<file path="config.mk">
export PLATFORM = sky130hd
export DESIGN_NAME = tile_out_scheduler_flat
export DESIGN_NICKNAME = d
export VERILOG_FILES = /design/src/rtl/tile_out_scheduler_pkg.sv /design/src/rtl/tile_out_scheduler_if.sv /design/src/rtl/tile_out_scheduler_tile_clip.sv /design/src/rtl/tile_out_scheduler.sv /design/src/flat_wrapper.sv
export SDC_FILE = /design/constraint.sdc
export NUM_CORES = 1
export LEC_CHECK = 0
export ABC_AREA = 1
export CORE_MARGIN = 10
export CORE_UTILIZATION = 60
export DETAILED_ROUTE_END_ITERATION = 7
export DONT_BUFFER_PORTS = 1
export PLACE_DENSITY = 0.76
export SETUP_SLACK_MARGIN = 0.3
export SLEW_MARGIN = 10
export SYNTH_ARGS = -nofsm -noshare
export SYNTH_HDL_FRONTEND = slang
export SYNTH_SLANG_ARGS = --single-unit
</file>
<file path="constraint.sdc">
create_clock -name clk -period 17 [get_ports clk]
set_input_delay 2.55 -clock clk [delete_from_list [all_inputs] [get_ports clk]]
set_output_delay 2.55 -clock clk [all_outputs]
set_load 0.005 [all_outputs]
</file>
<file path="src/rtl/tile_out_scheduler_pkg.sv">
// Shared types and widths for the output-tile write-back scheduler.
package tile_sched_pkg;

  localparam int unsigned DIM_W  = 16;
  localparam int unsigned ADDR_W = 32;
  localparam int unsigned CH_W   = 16;

  typedef enum logic [2:0] {
    StIdle,
    StIssue,
    StWait,
    StAdvance,
    StFin
  } tile_sched_state_e;

  // Tile descriptor as seen by the compute engine.
  typedef struct packed {
    logic [CH_W-1:0]   ch;
    logic [DIM_W-1:0]  row;
    logic [DIM_W-1:0]  col;
    logic [DIM_W-1:0]  h;
    logic [DIM_W-1:0]  w;
    logic [ADDR_W-1:0] base;
  } tile_desc_t;

  // Elements per channel plane; wraps modulo 2^ADDR_W.
  function automatic logic [ADDR_W-1:0] plane_size(input logic [DIM_W-1:0] h,
                                                   input logic [DIM_W-1:0] w);
    logic [2*DIM_W-1:0] p;
    p = h * w;
    return ADDR_W'(p);
  endfunction

endpackage

</file>
<file path="src/rtl/tile_out_scheduler_if.sv">
// Configuration, tile handshake and writer launch bundle for tile_out_scheduler.
interface tile_out_scheduler_if;
  import tile_sched_pkg::*;

  logic              start;
  logic [DIM_W-1:0]  cfg_img_h;
  logic [DIM_W-1:0]  cfg_img_w;
  logic [DIM_W-1:0]  cfg_tile_h;
  logic [DIM_W-1:0]  cfg_tile_w;
  logic [CH_W-1:0]   cfg_num_ch;
  logic [ADDR_W-1:0] cfg_base_addr;

  logic              tile_valid;
  logic              tile_ready;
  logic [CH_W-1:0]   tile_ch;

  logic              wr_start;
  logic [DIM_W-1:0]  wr_img_h;
  logic [DIM_W-1:0]  wr_img_w;
  logic [ADDR_W-1:0] wr_base_addr;
  logic [DIM_W-1:0]  wr_tile_out_row;
  logic [DIM_W-1:0]  wr_tile_out_col;
  logic [DIM_W-1:0]  wr_tile_out_h;
  logic [DIM_W-1:0]  wr_tile_out_w;
  logic              wr_done;

  logic              busy;
  logic              done;

  // Scheduler side.
  modport master (
    input  start, cfg_img_h, cfg_img_w, cfg_tile_h, cfg_tile_w, cfg_num_ch, cfg_base_addr,
    input  tile_ready, wr_done,
    output tile_valid, tile_ch, wr_start, wr_img_h, wr_img_w, wr_base_addr,
    output wr_tile_out_row, wr_tile_out_col, wr_tile_out_h, wr_tile_out_w, busy, done
  );

  // Controller / compute engine / writer side.
  modport slave (
    output start, cfg_img_h, cfg_img_w, cfg_tile_h, cfg_tile_w, cfg_num_ch, cfg_base_addr,
    output tile_ready, wr_done,
    input  tile_valid, tile_ch, wr_start, wr_img_h, wr_img_w, wr_base_addr,
    input  wr_tile_out_row, wr_tile_out_col, wr_tile_out_h, wr_tile_out_w, busy, done
  );

endinterface

</file>
<file path="src/rtl/tile_out_scheduler_tile_clip.sv">
// Edge-tile clipping for one dimension: min(tile, extent - origin).
module tile_clip
  import tile_sched_pkg::*;
(
  input  logic [DIM_W-1:0] i_tile,
  input  logic [DIM_W-1:0] i_extent,
  input  logic [DIM_W-1:0] i_origin,
  output logic [DIM_W-1:0] o_size
);

  logic [DIM_W-1:0] w_remain;

  // Origin is always below extent when this result is used, so no underflow.
  always_comb begin
    w_remain = i_extent - i_origin;
    o_size   = (i_tile < w_remain) ? i_tile : w_remain;
  end

endmodule

</file>
<file path="src/rtl/tile_out_scheduler.sv">
// Walks a C x H x W output image tile by tile, handshakes each descriptor and
// launches the tile writer, waiting for its completion before moving on.
module tile_out_scheduler
  import tile_sched_pkg::*;
(
  input  logic                 clk,
  input  logic                 rst,
  tile_out_scheduler_if.master bus
);

  tile_sched_state_e r_state, w_state_next;

  logic [DIM_W-1:0]  r_img_h, r_img_w, r_tile_h, r_tile_w;
  logic [CH_W-1:0]   r_num_ch;
  logic [ADDR_W-1:0] r_plane;
  tile_desc_t        r_desc;
  logic              r_wr_start;

  logic [DIM_W:0]    w_col_sum, w_row_sum;
  logic              w_col_wrap, w_row_wrap, w_last, w_cfg_zero;
  logic [CH_W:0]     w_ch_inc;
  logic [DIM_W-1:0]  w_next_row, w_next_col;
  logic [DIM_W-1:0]  w_clip_tile_h, w_clip_img_h, w_clip_row;
  logic [DIM_W-1:0]  w_clip_tile_w, w_clip_img_w, w_clip_col;
  logic [DIM_W-1:0]  w_clip_h, w_clip_w;

  // Next tile position; compares are one bit wider so the sums cannot wrap.
  always_comb begin
    w_col_sum  = {1'b0, r_desc.col} + {1'b0, r_tile_w};
    w_col_wrap = (w_col_sum >= {1'b0, r_img_w});
    w_row_sum  = {1'b0, r_desc.row} + {1'b0, r_tile_h};
    w_row_wrap = w_col_wrap && (w_row_sum >= {1'b0, r_img_h});
    w_ch_inc   = {1'b0, r_desc.ch} + 1'b1;
    w_last     = w_row_wrap && (w_ch_inc == {1'b0, r_num_ch});
    w_next_col = w_col_wrap ? '0 : w_col_sum[DIM_W-1:0];
    w_next_row = w_row_wrap ? '0 : (w_col_wrap ? w_row_sum[DIM_W-1:0] : r_desc.row);
    w_cfg_zero = (bus.cfg_img_h == '0) || (bus.cfg_img_w == '0) || (bus.cfg_tile_h == '0) ||
                 (bus.cfg_tile_w == '0) || (bus.cfg_num_ch == '0);
  end

  // Clip inputs come straight from cfg on start (not yet latched), else from registers.
  always_comb begin
    if (r_state == StIdle) begin
      w_clip_tile_h = bus.cfg_tile_h;
      w_clip_img_h  = bus.cfg_img_h;
      w_clip_row    = '0;
      w_clip_tile_w = bus.cfg_tile_w;
      w_clip_img_w  = bus.cfg_img_w;
      w_clip_col    = '0;
    end else begin
      w_clip_tile_h = r_tile_h;
      w_clip_img_h  = r_img_h;
      w_clip_row    = w_next_row;
      w_clip_tile_w = r_tile_w;
      w_clip_img_w  = r_img_w;
      w_clip_col    = w_next_col;
    end
  end

  tile_clip u_clip_h (
    .i_tile   (w_clip_tile_h),
    .i_extent (w_clip_img_h),
    .i_origin (w_clip_row),
    .o_size   (w_clip_h)
  );

  tile_clip u_clip_w (
    .i_tile   (w_clip_tile_w),
    .i_extent (w_clip_img_w),
    .i_origin (w_clip_col),
    .o_size   (w_clip_w)
  );

  // State register.
  always_ff @(posedge clk) begin
    if (rst) r_state <= StIdle;
    else     r_state <= w_state_next;
  end

  // Next-state decode.
  always_comb begin
    w_state_next = r_state;
    case (r_state)
      StIdle:    if (bus.start) w_state_next = w_cfg_zero ? StFin : StIssue;
      StIssue:   if (bus.tile_ready) w_state_next = StWait;
      StWait:    if (bus.wr_done) w_state_next = StAdvance;
      StAdvance: w_state_next = w_last ? StFin : StIssue;
      StFin:     w_state_next = StIdle;
      default:   w_state_next = StIdle;
    endcase
  end

  // Outputs decoded from state plus registered descriptor fields.
  always_comb begin
    bus.tile_valid      = (r_state == StIssue);
    bus.busy            = (r_state != StIdle);
    bus.done            = (r_state == StFin);
    bus.wr_start        = r_wr_start;
    bus.tile_ch         = r_desc.ch;
    bus.wr_img_h        = r_img_h;
    bus.wr_img_w        = r_img_w;
    bus.wr_base_addr    = r_desc.base;
    bus.wr_tile_out_row = r_desc.row;
    bus.wr_tile_out_col = r_desc.col;
    bus.wr_tile_out_h   = r_desc.h;
    bus.wr_tile_out_w   = r_desc.w;
  end

  // Config latch, tile walk and writer start pulse.
  always_ff @(posedge clk) begin
    if (rst) begin
      r_img_h    <= '0;
      r_img_w    <= '0;
      r_tile_h   <= '0;
      r_tile_w   <= '0;
      r_num_ch   <= '0;
      r_plane    <= '0;
      r_desc     <= '0;
      r_wr_start <= 1'b0;
    end else begin
      r_wr_start <= (r_state == StIssue) && bus.tile_ready;
      case (r_state)
        StIdle: begin
          if (bus.start) begin
            r_img_h     <= bus.cfg_img_h;
            r_img_w     <= bus.cfg_img_w;
            r_tile_h    <= bus.cfg_tile_h;
            r_tile_w    <= bus.cfg_tile_w;
            r_num_ch    <= bus.cfg_num_ch;
            r_plane     <= plane_size(bus.cfg_img_h, bus.cfg_img_w);
            r_desc.ch   <= '0;
            r_desc.row  <= '0;
            r_desc.col  <= '0;
            r_desc.h    <= w_clip_h;
            r_desc.w    <= w_clip_w;
            r_desc.base <= bus.cfg_base_addr;
          end
        end
        StAdvance: begin
          r_desc.row <= w_next_row;
          r_desc.col <= w_next_col;
          r_desc.h   <= w_clip_h;
          r_desc.w   <= w_clip_w;
          if (w_row_wrap) begin
            r_desc.ch   <= w_ch_inc[CH_W-1:0];
            r_desc.base <= r_desc.base + r_plane;
          end
        end
        default: ;
      endcase
    end
  end

endmodule

</file>
<file path="src/flat_wrapper.sv">
// flat-port wrapper written by rule: the top's interface ports become plain ports
module tile_out_scheduler_flat import tile_sched_pkg::*;
  (clk, rst, bus_start, bus_cfg_img_h, bus_cfg_img_w, bus_cfg_tile_h, bus_cfg_tile_w, bus_cfg_num_ch, bus_cfg_base_addr, bus_tile_ready, bus_wr_done, bus_tile_valid, bus_tile_ch, bus_wr_start, bus_wr_img_h, bus_wr_img_w, bus_wr_base_addr, bus_wr_tile_out_row, bus_wr_tile_out_col, bus_wr_tile_out_h, bus_wr_tile_out_w, bus_busy, bus_done);
  tile_out_scheduler_if bus_i ();
  input  logic clk;
  input  logic rst;
  input wire logic [$bits(bus_i.start)-1:0] bus_start;
  input wire logic [$bits(bus_i.cfg_img_h)-1:0] bus_cfg_img_h;
  input wire logic [$bits(bus_i.cfg_img_w)-1:0] bus_cfg_img_w;
  input wire logic [$bits(bus_i.cfg_tile_h)-1:0] bus_cfg_tile_h;
  input wire logic [$bits(bus_i.cfg_tile_w)-1:0] bus_cfg_tile_w;
  input wire logic [$bits(bus_i.cfg_num_ch)-1:0] bus_cfg_num_ch;
  input wire logic [$bits(bus_i.cfg_base_addr)-1:0] bus_cfg_base_addr;
  input wire logic [$bits(bus_i.tile_ready)-1:0] bus_tile_ready;
  input wire logic [$bits(bus_i.wr_done)-1:0] bus_wr_done;
  output wire logic [$bits(bus_i.tile_valid)-1:0] bus_tile_valid;
  output wire logic [$bits(bus_i.tile_ch)-1:0] bus_tile_ch;
  output wire logic [$bits(bus_i.wr_start)-1:0] bus_wr_start;
  output wire logic [$bits(bus_i.wr_img_h)-1:0] bus_wr_img_h;
  output wire logic [$bits(bus_i.wr_img_w)-1:0] bus_wr_img_w;
  output wire logic [$bits(bus_i.wr_base_addr)-1:0] bus_wr_base_addr;
  output wire logic [$bits(bus_i.wr_tile_out_row)-1:0] bus_wr_tile_out_row;
  output wire logic [$bits(bus_i.wr_tile_out_col)-1:0] bus_wr_tile_out_col;
  output wire logic [$bits(bus_i.wr_tile_out_h)-1:0] bus_wr_tile_out_h;
  output wire logic [$bits(bus_i.wr_tile_out_w)-1:0] bus_wr_tile_out_w;
  output wire logic [$bits(bus_i.busy)-1:0] bus_busy;
  output wire logic [$bits(bus_i.done)-1:0] bus_done;
  assign bus_i.start = bus_start;
  assign bus_i.cfg_img_h = bus_cfg_img_h;
  assign bus_i.cfg_img_w = bus_cfg_img_w;
  assign bus_i.cfg_tile_h = bus_cfg_tile_h;
  assign bus_i.cfg_tile_w = bus_cfg_tile_w;
  assign bus_i.cfg_num_ch = bus_cfg_num_ch;
  assign bus_i.cfg_base_addr = bus_cfg_base_addr;
  assign bus_i.tile_ready = bus_tile_ready;
  assign bus_i.wr_done = bus_wr_done;
  assign bus_tile_valid = bus_i.tile_valid;
  assign bus_tile_ch = bus_i.tile_ch;
  assign bus_wr_start = bus_i.wr_start;
  assign bus_wr_img_h = bus_i.wr_img_h;
  assign bus_wr_img_w = bus_i.wr_img_w;
  assign bus_wr_base_addr = bus_i.wr_base_addr;
  assign bus_wr_tile_out_row = bus_i.wr_tile_out_row;
  assign bus_wr_tile_out_col = bus_i.wr_tile_out_col;
  assign bus_wr_tile_out_h = bus_i.wr_tile_out_h;
  assign bus_wr_tile_out_w = bus_i.wr_tile_out_w;
  assign bus_busy = bus_i.busy;
  assign bus_done = bus_i.done;
  tile_out_scheduler u_core (.clk(clk), .rst(rst), .bus(bus_i));
endmodule
</file>
==> results_dict.tcl, run 1 <==
set metrics [dict create \
    worstSetupEndpointType "flip-flop" \
    cts_tree "yes" \
    rsz0062_at_grt "no" \
    yosys-top-cells-area "dfxtp_1 18%, fa_1 16%, ha_1 13%, nand2_1 13%, inv_1 9.7%" \
    vias 23875 \
    period_needed_ps 8560 \
    ys.flop_type "dfxtp_1" \
    path_clk_slew_ps 60 \
    cts_hold_buf 0 \
    tightest_slew_ps 985 \
    cp_slowest_cell "nand2_1" \
    worst_setup_path_start_kind "flip-flop" \
    ys_warn_count 0 \
    synth.largest_area_cell "dfxtp_1" \
    synth-async-reset-ratio_pct 0 \
    holdCritPathClass "reg2reg" \
    cp.arrival_ps 9030 \
    io_buffers 0 \
    grt_max_degree 109 \
    p_per_area_mw_per_mm2 211 \
    max_cap_violations 0 \
    dpl_worst_slack_ps 8520 \
    cts_max_path_buffers 3 \
    root_buffer "clkbuf_16" \
    htreeDepth 1 \
    vias_per_cell 5.89 \
    hold_viol 0 \
    drtPass1Iterations 6 \
    maxSlewHeadroom_pct 34.3 \
    power.leakage_nw 13.4 \
    critPathKind "reg2reg" \
    place.gp.congestion 0.965 \
    synthTopCellsByCount "855 x nand2_1, 651 x inv_1, 297 x a21oi_1" \
    use_met2_pct 52.4 \
    yosysMostFrequentCell "nand2_1" \
    grt_pass1_wl_mm 128 \
    path_delay_family "compound AO/OA/AOI/OAI gates" \
    ys_ff_latch 228 \
    grt-busiest-layer "met2" \
    synth_top_area_share_pct 18.1 \
    fin_crit_sh_pct 50.4 \
    row_count 75 \
    grt_pass1_vias 23650 \
    syn_inst 3626 \
    synth-seq-area-share_pct 18.1 \
    vdd_ir_drop_max_mv 0.206 \
    syn_nets 4202 \
    drv_slew 0 \
    grt-ovfl-total 0 \
    setup_ws_ps 8440 \
    initial_core_util_pct 60.4 \
    dieArea_mm2 0.0507 \
    ctsResizeCount 0 \
    remaining_drc_errors 0 \
    avgSynthCellArea_um2 6.96 \
    grt_use_met1_pct 38.3 \
    core_area_mm2 0.0418 \
    clock_skew_ps 23.4 \
    synth_edf_count 0 \
    fill_cells 3885 \
    tns_ps 0 \
    grtUsageMet3_pct 7.18 \
    total_power_w 0.00552 \
    report.final.setup_viol 0 \
    crit_required_ps 17470 \
    cts_made_buffers 27 \
    max_stage_delay_ps 730 \
    crit_top_cell "nand2_1" \
    die_h_um 225 \
    grt_usage_pct 31.3 \
    ys_types 56 \
    syn_area_mm2 0.0252 \
    path_buf_inv 5 \
    final_layout_size_suffix_gt1_share_pct 2.59 \
    postLayoutCoreUtil_pct 62.7 \
    status "completed" \
    drt-initial-drc-count 2249 \
    die-width_um 225 \
    post_cts_buffers 0 \
    ant_nets 0 \
    nNetsFinal 4071 \
    fmax_mhz 117 \
    clk_latency_ps 580 \
    area_delta_synth_final_pct 3.79 \
    critical_path_peak_fanout 42 \
    antenna_found_initial 1 \
    ioPinCount 265 \
    dp_hpwl_mm 62.8 \
    wl_mm 80.4 \
    cts.sinks 228 \
    wl_per_cell_um 19.8 \
]
-- worst min-delay path: stages, from the launching register on --
cell	delay, ps
dfxtp_1	310
inv_1	60
a21oi_1	50
-- cells by family after synthesis --
kind of cell,count (synthesis),synth area share (%)
AOI/OAI and AO/OA,726,16.3
xor gates and xnor gates,102,3.65
adders and majority gates,459,28.7
buffers and inverters,828,12.5
DFF,228,18.1
muxes,4,0.159
and+or+nand+nor,1279,20.7
-- registers in the layout, summed over array words and instances (netlist names) --
name,cells
u_core.bus.tile_ch,16
u_core.bus.wr_img_w,16
u_core.r_tile_w,16
u_core.r_tile_h,16
u_core.bus.wr_tile_out_h,16
u_core.bus.wr_base_addr,32
u_core.r_plane,32
u_core.r_state,3
u_core.bus.wr_img_h,16
u_core.bus.wr_tile_out_row,16
u_core.bus.wr_tile_out_w,16
u_core.bus.wr_tile_out_col,16
u_core.bus.wr_start,1
u_core.r_num_ch,16
-- per-stage QoR --
| stage | cells | instance area, um^2 | hold slack, ps |
|---|---|---|---|
| detailed placement | 4005 | 25300 | 461 |
| floorplan | 3626 | 25200 | 444 |
| global placement | 4005 | 25300 | 455 |
| global route | 4055 | 26200 | 504 |
| finish | 4056 | 26200 | 472 |
| CTS | 4055 | 26200 | 471 |
-- cells in the final DEF (no fill, tap or decap), types with 27 or more instances in the layout --
cell,netlist,final
ha_1,260,260
o21bai_1,35,35
inv_1,651,649
nor2_1,189,188
xnor2_1,31,31
a21oi_1,297,297
dfxtp_1,228,228
o21ai_0,226,226
nand4_1,39,39
nand3_1,119,119
fa_1,199,199
nand2_1,855,854
xor2_1,69,69
clkbuf_16,0,27
a31oi_1,33,33
-- final cells by class --
type,count,area [um^2],area share [%]
antenna,1,2.50,0.00955
clock buffer,37,763,2.91
clock inverter,13,101,0.387
inverter,658,2480,9.45
multi-input combinational,2570,17500,67.0
sequential,228,4560,17.4
tap,539,674,2.57
timing repair buffer,10,75.1,0.287
-- report_power, final --
part / internal [W] / total, W / switching, W / leakage, nW
clock: 0.000329 / 0.000579 / 0.000250 / 0.437
combinational: 0.00144 / 0.00413 / 0.00269 / 11.1
sequential: 0.000670 / 0.000816 / 0.000146 / 1.87
-- path summary, 6_finish.rpt --
kind                                  from                     endpoint  slack [ps]  cells past startpoint
max          u_core.bus.wr_tile_out_col[0]  u_core.bus.wr_tile_out_h[9]        8440                     38
min                     u_core.r_num_ch[0]           u_core.r_num_ch[0]         470                      2
max reg2reg  u_core.bus.wr_tile_out_col[0]  u_core.bus.wr_tile_out_h[9]        8440                     38
min reg2reg             u_core.r_num_ch[0]           u_core.r_num_ch[0]         470                      2
-- per-layer routing --
| layer | wire, um | part of all wire [%] |
|---|---|---|
| met5 | 0 | 0 |
| met2 | 37800 | 47 |
| met1 | 32100 | 40 |
| met4 | 3360 | 4.2 |
| met3 | 7190 | 8.9 |
No activity file was read; power rests on OpenSTA's default activity.
==> run 2, diff against run 1 <==
==> constraint.sdc (replaced) <==
create_clock -name clk -period 8 [get_ports clk]
set_input_delay 1.2 -clock clk [delete_from_list [all_inputs] [get_ports clk]]
set_output_delay 1.2 -clock clk [all_outputs]
set_load 0.005 [all_outputs]
==> run 2 against run 1 <==
Sequential cell count unchanged; clock-buffer cell count up 3; combinational power up 120%; critical path type unchanged; critical path depth up 2; register-to-register slack worse by 7600 ps; sequential share of layout area down 0.15 points; clock skew down 9.5 ps; wire length up 1.5%; largest cell class unchanged; core utilization up 0.56 points; die area unchanged; non-clock buffer count up 14.
==> results_dict.tcl, run 2 (synthesis gave the netlist of run 1 again) <==
set metrics [dict create \
    path_buf_inv 6 \
    grt_usage_pct 31.5 \
    final_layout_size_suffix_gt1_share_pct 3.29 \
    max_stage_delay_ps 420 \
    final_cell_mix "853 x nand2_1, 649 x inv_1, 295 x a21oi_1" \
    hold_viol 0 \
    worst_setup_path_start_kind "flip-flop" \
    reg2reg_depth 40 \
    wl_per_cell_um 20.1 \
    p_per_area_mw_per_mm2 456 \
    fin_crit_sh_pct 89.4 \
    path_delay_family "compound AO/OA/AOI/OAI gates" \
    nNetsFinal 4087 \
    row_count 75 \
    core_area_mm2 0.0418 \
    holdCritPathClass "reg2reg" \
    drt-initial-drc-count 2040 \
    htreeDepth 1 \
    dieArea_mm2 0.0507 \
    clock_skew_ps 13.9 \
    power.leakage_nw 13.5 \
    antenna_found_initial 1 \
    critical_path_peak_fanout 12 \
    reg2reg_to "u_core.bus.wr_tile_out_h[8]" \
    layout_commonest_cell "nand2_1" \
    cts_hold_buf 0 \
    maxSlewHeadroom_pct 21.1 \
    worstSetupEndpointType "flip-flop" \
    vias_per_cell 5.93 \
    final_area_mm2 0.0264 \
    place.gp.congestion 0.941 \
    die-width_um 225 \
    dp_hpwl_mm 64.0 \
    clk_latency_ps 580 \
    period_needed_ps 7150 \
    fill_cells 3819 \
    n_antenna_cell 0 \
    critPathKind "reg2reg" \
    drv_slew 0 \
    fmax_mhz 140 \
    vdd_ir_drop_max_mv 0.379 \
    cts_max_path_buffers 3 \
    final_cells 4068 \
    reg2reg_from "u_core.bus.wr_tile_out_col[0]" \
    ant_nets 0 \
    crit_required_ps 8470 \
    cts_made_buffers 28 \
    crit_top_cell "nand2_1" \
    max_cap_violations 0 \
    path_clk_slew_ps 60 \
    area_delta_synth_final_pct 4.71 \
    grt_pass1_wl_mm 128 \
    root_buffer "clkbuf_16" \
    cp.arrival_ps 7620 \
    drtPass1Iterations 6 \
    rsz0062_at_grt "no" \
    cts_tree "yes" \
    remaining_drc_errors 0 \
    hold_path_end "u_core.r_num_ch[0]" \
    grt_pass1_vias 23688 \
    crit_cells 40 \
    cp_slowest_cell "fa_1" \
    wl_mm 81.6 \
    status "completed" \
    reg2reg_slack_ps 850 \
    initial_core_util_pct 60.4 \
    ioPinCount 265 \
    hold_depth 2 \
    vias 24135 \
    io_buffers 0 \
    report.final.setup_viol 0 \
    dpl-instance-area_mm2 0.0254 \
    cts.sinks 228 \
    min-delay-start "u_core.r_num_ch[0]" \
    grt_max_degree 109 \
    placed_cells 4009 \
    tightest_slew_ps 1180 \
    grt-ovfl-total 0 \
    die_h_um 225 \
]
-- run 2: cell types whose count changed in the layout (fill, tap and decap cells not counted), moves of 3 or more --
cell / previous run / this run
buf_4: 10 / 22
clkinv_2: 10 / 5
o21ai_2: 3 / 6
o21ai_0: 226 / 221
clkbuf_8: 5 / 8
-- run 2: layout make-up --
type | instances | area, um^2 | area share, %
clock buffer | 40 | 826 | 3.12
clock inverter | 8 | 82.6 | 0.312
inverter | 658 | 2480 | 9.38
multi-input combinational | 2571 | 17600 | 66.6
sequential | 228 | 4560 | 17.3
tap | 539 | 674 | 2.55
timing repair buffer | 24 | 190 | 0.719
-- run 2: worst max path at each step --
stage                                        startpoint  slack (ps)                     endpoint
after floorplan                       bus_cfg_img_h[10]        1360           u_core.r_plane[29]
after global placement    u_core.bus.wr_tile_out_col[0]         310  u_core.bus.wr_tile_out_h[9]
after global routing      u_core.bus.wr_tile_out_row[2]         290  u_core.bus.wr_tile_out_h[7]
after detailed placement  u_core.bus.wr_tile_out_col[0]         -20  u_core.bus.wr_tile_out_h[8]
final                     u_core.bus.wr_tile_out_col[0]         850  u_core.bus.wr_tile_out_h[8]
after CTS                 u_core.bus.wr_tile_out_col[0]         340  u_core.bus.wr_tile_out_h[8]
-- run 2: per-stage QoR --
step	setup TNS, ps	hold slack, ps	power, W	util, %	worst slack, ps
final	0	480	0.0120	63.3	847
after global routing	0	497	0.0133	63.3	285
after CTS	0	474	0.0119	63.0	339
after detailed placement	-25.0	467	0.0104	60.7	-25.0
after global placement	0	455	0.0103	60.7	306
after floorplan	0	444	0.00824	-	1360
-- run 2: repair_timing --
action	in CTS	in global routing
gates resized for setup	2	21
gates cloned	0	1
setup endpoints to repair	20	32
pin swaps	1	4
buffers inserted	4	6
-- run 2: where the power goes --
| group | switching [W] | internal (W) | leakage [nW] |
|---|---|---|---|
| Clock | 0.000533 | 0.000743 | 0.448 |
| Combinational | 0.00580 | 0.00323 | 11.2 |
| Sequential | 0.000316 | 0.00142 | 1.87 |
| Total | 0.00665 | 0.00540 | 13.5 |
-- run 2: worst reg2reg max path, delay by kind of cell (launching register included) --
kind / cells / cell delay, ps
AND/OR/NAND/NOR: 14 / 1180
AO/OA/AOI/OAI: 12 / 2370
flip-flops: 1 / 410
buffers and inverters: 6 / 700
XOR/XNOR: 2 / 480
adder cells (fa/ha/maj): 6 / 1890
-- run 2: routing by layer --
layer | up-vias | GRT usage [%] | wire length [um]
met3 | 208 | 6.49 | 7190
met4 | 0 | 10.6 | 3000
met2 | 1035 | 53.8 | 39000
met5 | - | 0 | 0
li1 | 11339 | - | -
met1 | 11553 | 38.8 | 32400
==> run 3, diff against run 2 <==
--- a/config.mk
+++ b/config.mk
@@ -6,6 +6,7 @@
 export NUM_CORES = 1
 export LEC_CHECK = 0
 export ABC_AREA = 1
+export CORE_ASPECT_RATIO = 1.5
 export CORE_MARGIN = 10
 export CORE_UTILIZATION = 60
 export DETAILED_ROUTE_END_ITERATION = 7
==> run 3 against run 2 <==
Sequential share of layout area barely moved; global-route usage fell by 1.0 points; combinational power rose by 1%; core utilization fell by 0.19 points; wire length fell by 2.7%; worst setup slack got worse by 55 ps; non-clock buffer count fell by 1; hold slack got worse by 2.7 ps; via count fell by 1.9%; fmax fell by 0.77%; cell count rose by 0.49%; largest cell class unchanged; highest routed layer unchanged.
==> results_dict.tcl, run 3 (synthesis gave the netlist of run 1 again) <==
set metrics [dict create \
    fin_crit_sh_pct 90.1 \
    cts_max_path_buffers 3 \
    layout_commonest_cell "nand2_1" \
    fmax_mhz 139 \
    final_layout_size_suffix_gt1_share_pct 3.12 \
    dieArea_mm2 0.0508 \
    crit_start "u_core.bus.wr_tile_out_col[4]" \
    holdCritPathClass "reg2reg" \
    placed_cells 4038 \
    clk_latency_ps 570 \
    holdWs_ps 477 \
    root_buffer "clkbuf_16" \
    grt_usage_pct 30.5 \
    worst_setup_path_start_kind "flip-flop" \
    remaining_drc_errors 0 \
    path_buf_inv 5 \
    hold_viol 0 \
    period_needed_ps 7210 \
    p_per_area_mw_per_mm2 457 \
    crit_required_ps 8440 \
    final_cell_mix "853 x nand2_1, 649 x inv_1, 295 x a21oi_1" \
    cts_made_buffers 26 \
    grt_pass1_vias 24089 \
    min-delay-start "u_core.r_num_ch[11]" \
    antenna_found_initial 1 \
    postLayoutCoreUtil_pct 63.1 \
    ant_nets 0 \
    final_area_mm2 0.0264 \
    htreeDepth 1 \
    worstSetupEndpointType "flip-flop" \
    power.leakage_nw 13.4 \
    place.gp.congestion 0.929 \
    tns_ps 0 \
    max_stage_delay_ps 430 \
    critical_path_peak_fanout 13 \
    io_buffers 0 \
    die-width_um 187 \
    path_delay_family "compound AO/OA/AOI/OAI gates" \
    fill_cells 3833 \
    cts_hold_buf 0 \
    grt_pass1_wl_mm 127 \
    max_cap_violations 0 \
    wl_per_cell_um 19.4 \
    tightest_slew_ps 947 \
    nNetsFinal 4083 \
    core_area_mm2 0.0418 \
    status "completed" \
    drtPass1Iterations 6 \
    maxSlewHeadroom_pct 36.9 \
    cts.sinks 228 \
    initial_core_util_pct 60.4 \
    dp_hpwl_mm 62.6 \
    crit_top_cell "ha_1" \
    path_clk_slew_ps 60 \
    vias_per_cell 5.79 \
    wl_mm 79.4 \
    reg2reg_from "u_core.bus.wr_tile_out_col[4]" \
    report.final.setup_viol 0 \
    grt_max_degree 109 \
    dpl-instance-area_mm2 0.0254 \
    clock_skew_ps 24.6 \
    cp.arrival_ps 7650 \
    grt-ovfl-total 0 \
    cp_slowest_cell "o211ai_1" \
    area_delta_synth_final_pct 4.47 \
    vias 23672 \
    rsz0062_at_grt "no" \
    row_count 92 \
    drt-initial-drc-count 1622 \
    critPathKind "reg2reg" \
    die_h_um 271 \
    final_cells 4088 \
    ioPinCount 265 \
    vdd_ir_drop_max_mv 0.618 \
    drv_slew 0 \
    cts_tree "yes" \
]
## run 3: cell types whose count changed in the layout (fill, tap and decap cells not counted), moves of 2 or more
cell	change
clkbuf_8	-4
clkbuf_1	+3
clkbuf_16	-2
xor2_1	-2
xor2_2	+2
## run 3: layout make-up
type,count,area [um^2],share of cell area (%)
antenna,1,2.50,0.00949
multi-input combinational,2570,17600,66.8
timing repair buffer,23,173,0.655
sequential,228,4570,17.3
clock inverter,7,100,0.380
inverter,658,2480,9.39
tap,564,706,2.68
clock buffer,37,732,2.78
## run 3: worst paths after layout
kind	to	slack [ps]	cells past startpoint
worst max-delay path	u_core.bus.wr_tile_out_h[6]	790	36
worst min register to register	u_core.r_num_ch[11]	480	2
worst min-delay path	u_core.r_num_ch[11]	480	2
worst max register to register	u_core.bus.wr_tile_out_h[6]	790	36
## run 3: timing repair
item | 4_1_cts | 5_1_grt
setup buffers | 0 | 5
gates resized for setup | 1 | 22
pin swaps | 0 | 4
endpoints found under the setup margin | 6 | 32
## run 3: stage by stage
stage / power (W) / worst slack, ps
floorplan: 0.00824 / 1360
global placement: 0.0105 / 408
detailed placement: 0.0106 / 233
CTS: 0.0119 / 379
global route: 0.0133 / 171
finish: 0.0121 / 792
## run 3: where the power goes
group          internal (W)  switching (W)  leakage (nW)  total (W)
clock              0.000697       0.000509         0.408    0.00121
sequential          0.00142       0.000305          1.87    0.00173
combinational       0.00322        0.00591          11.2    0.00913
## run 3: worst reg2reg max path: cells and delay by family, from the launching register on
kind	cells	cell delay (ps)
flip-flops	1	350
adder cells (fa/ha/maj)	5	1680
AO/OA/AOI/OAI	12	2590
AND/OR/NAND/NOR	12	1490
buffers and inverters	5	560
XOR/XNOR	2	420
## run 3: metal layers
metal  global-route usage (%)  share of wire, %  up-vias  routed length (um)
li1                         -                 -    11316                   -
met1                     33.1                36    11228               28900
met2                     55.9                51      899               40700
met3                     6.02               7.5      229                5980
met4                     13.8               4.8        0                3800
met5                        0                 0        -                   0
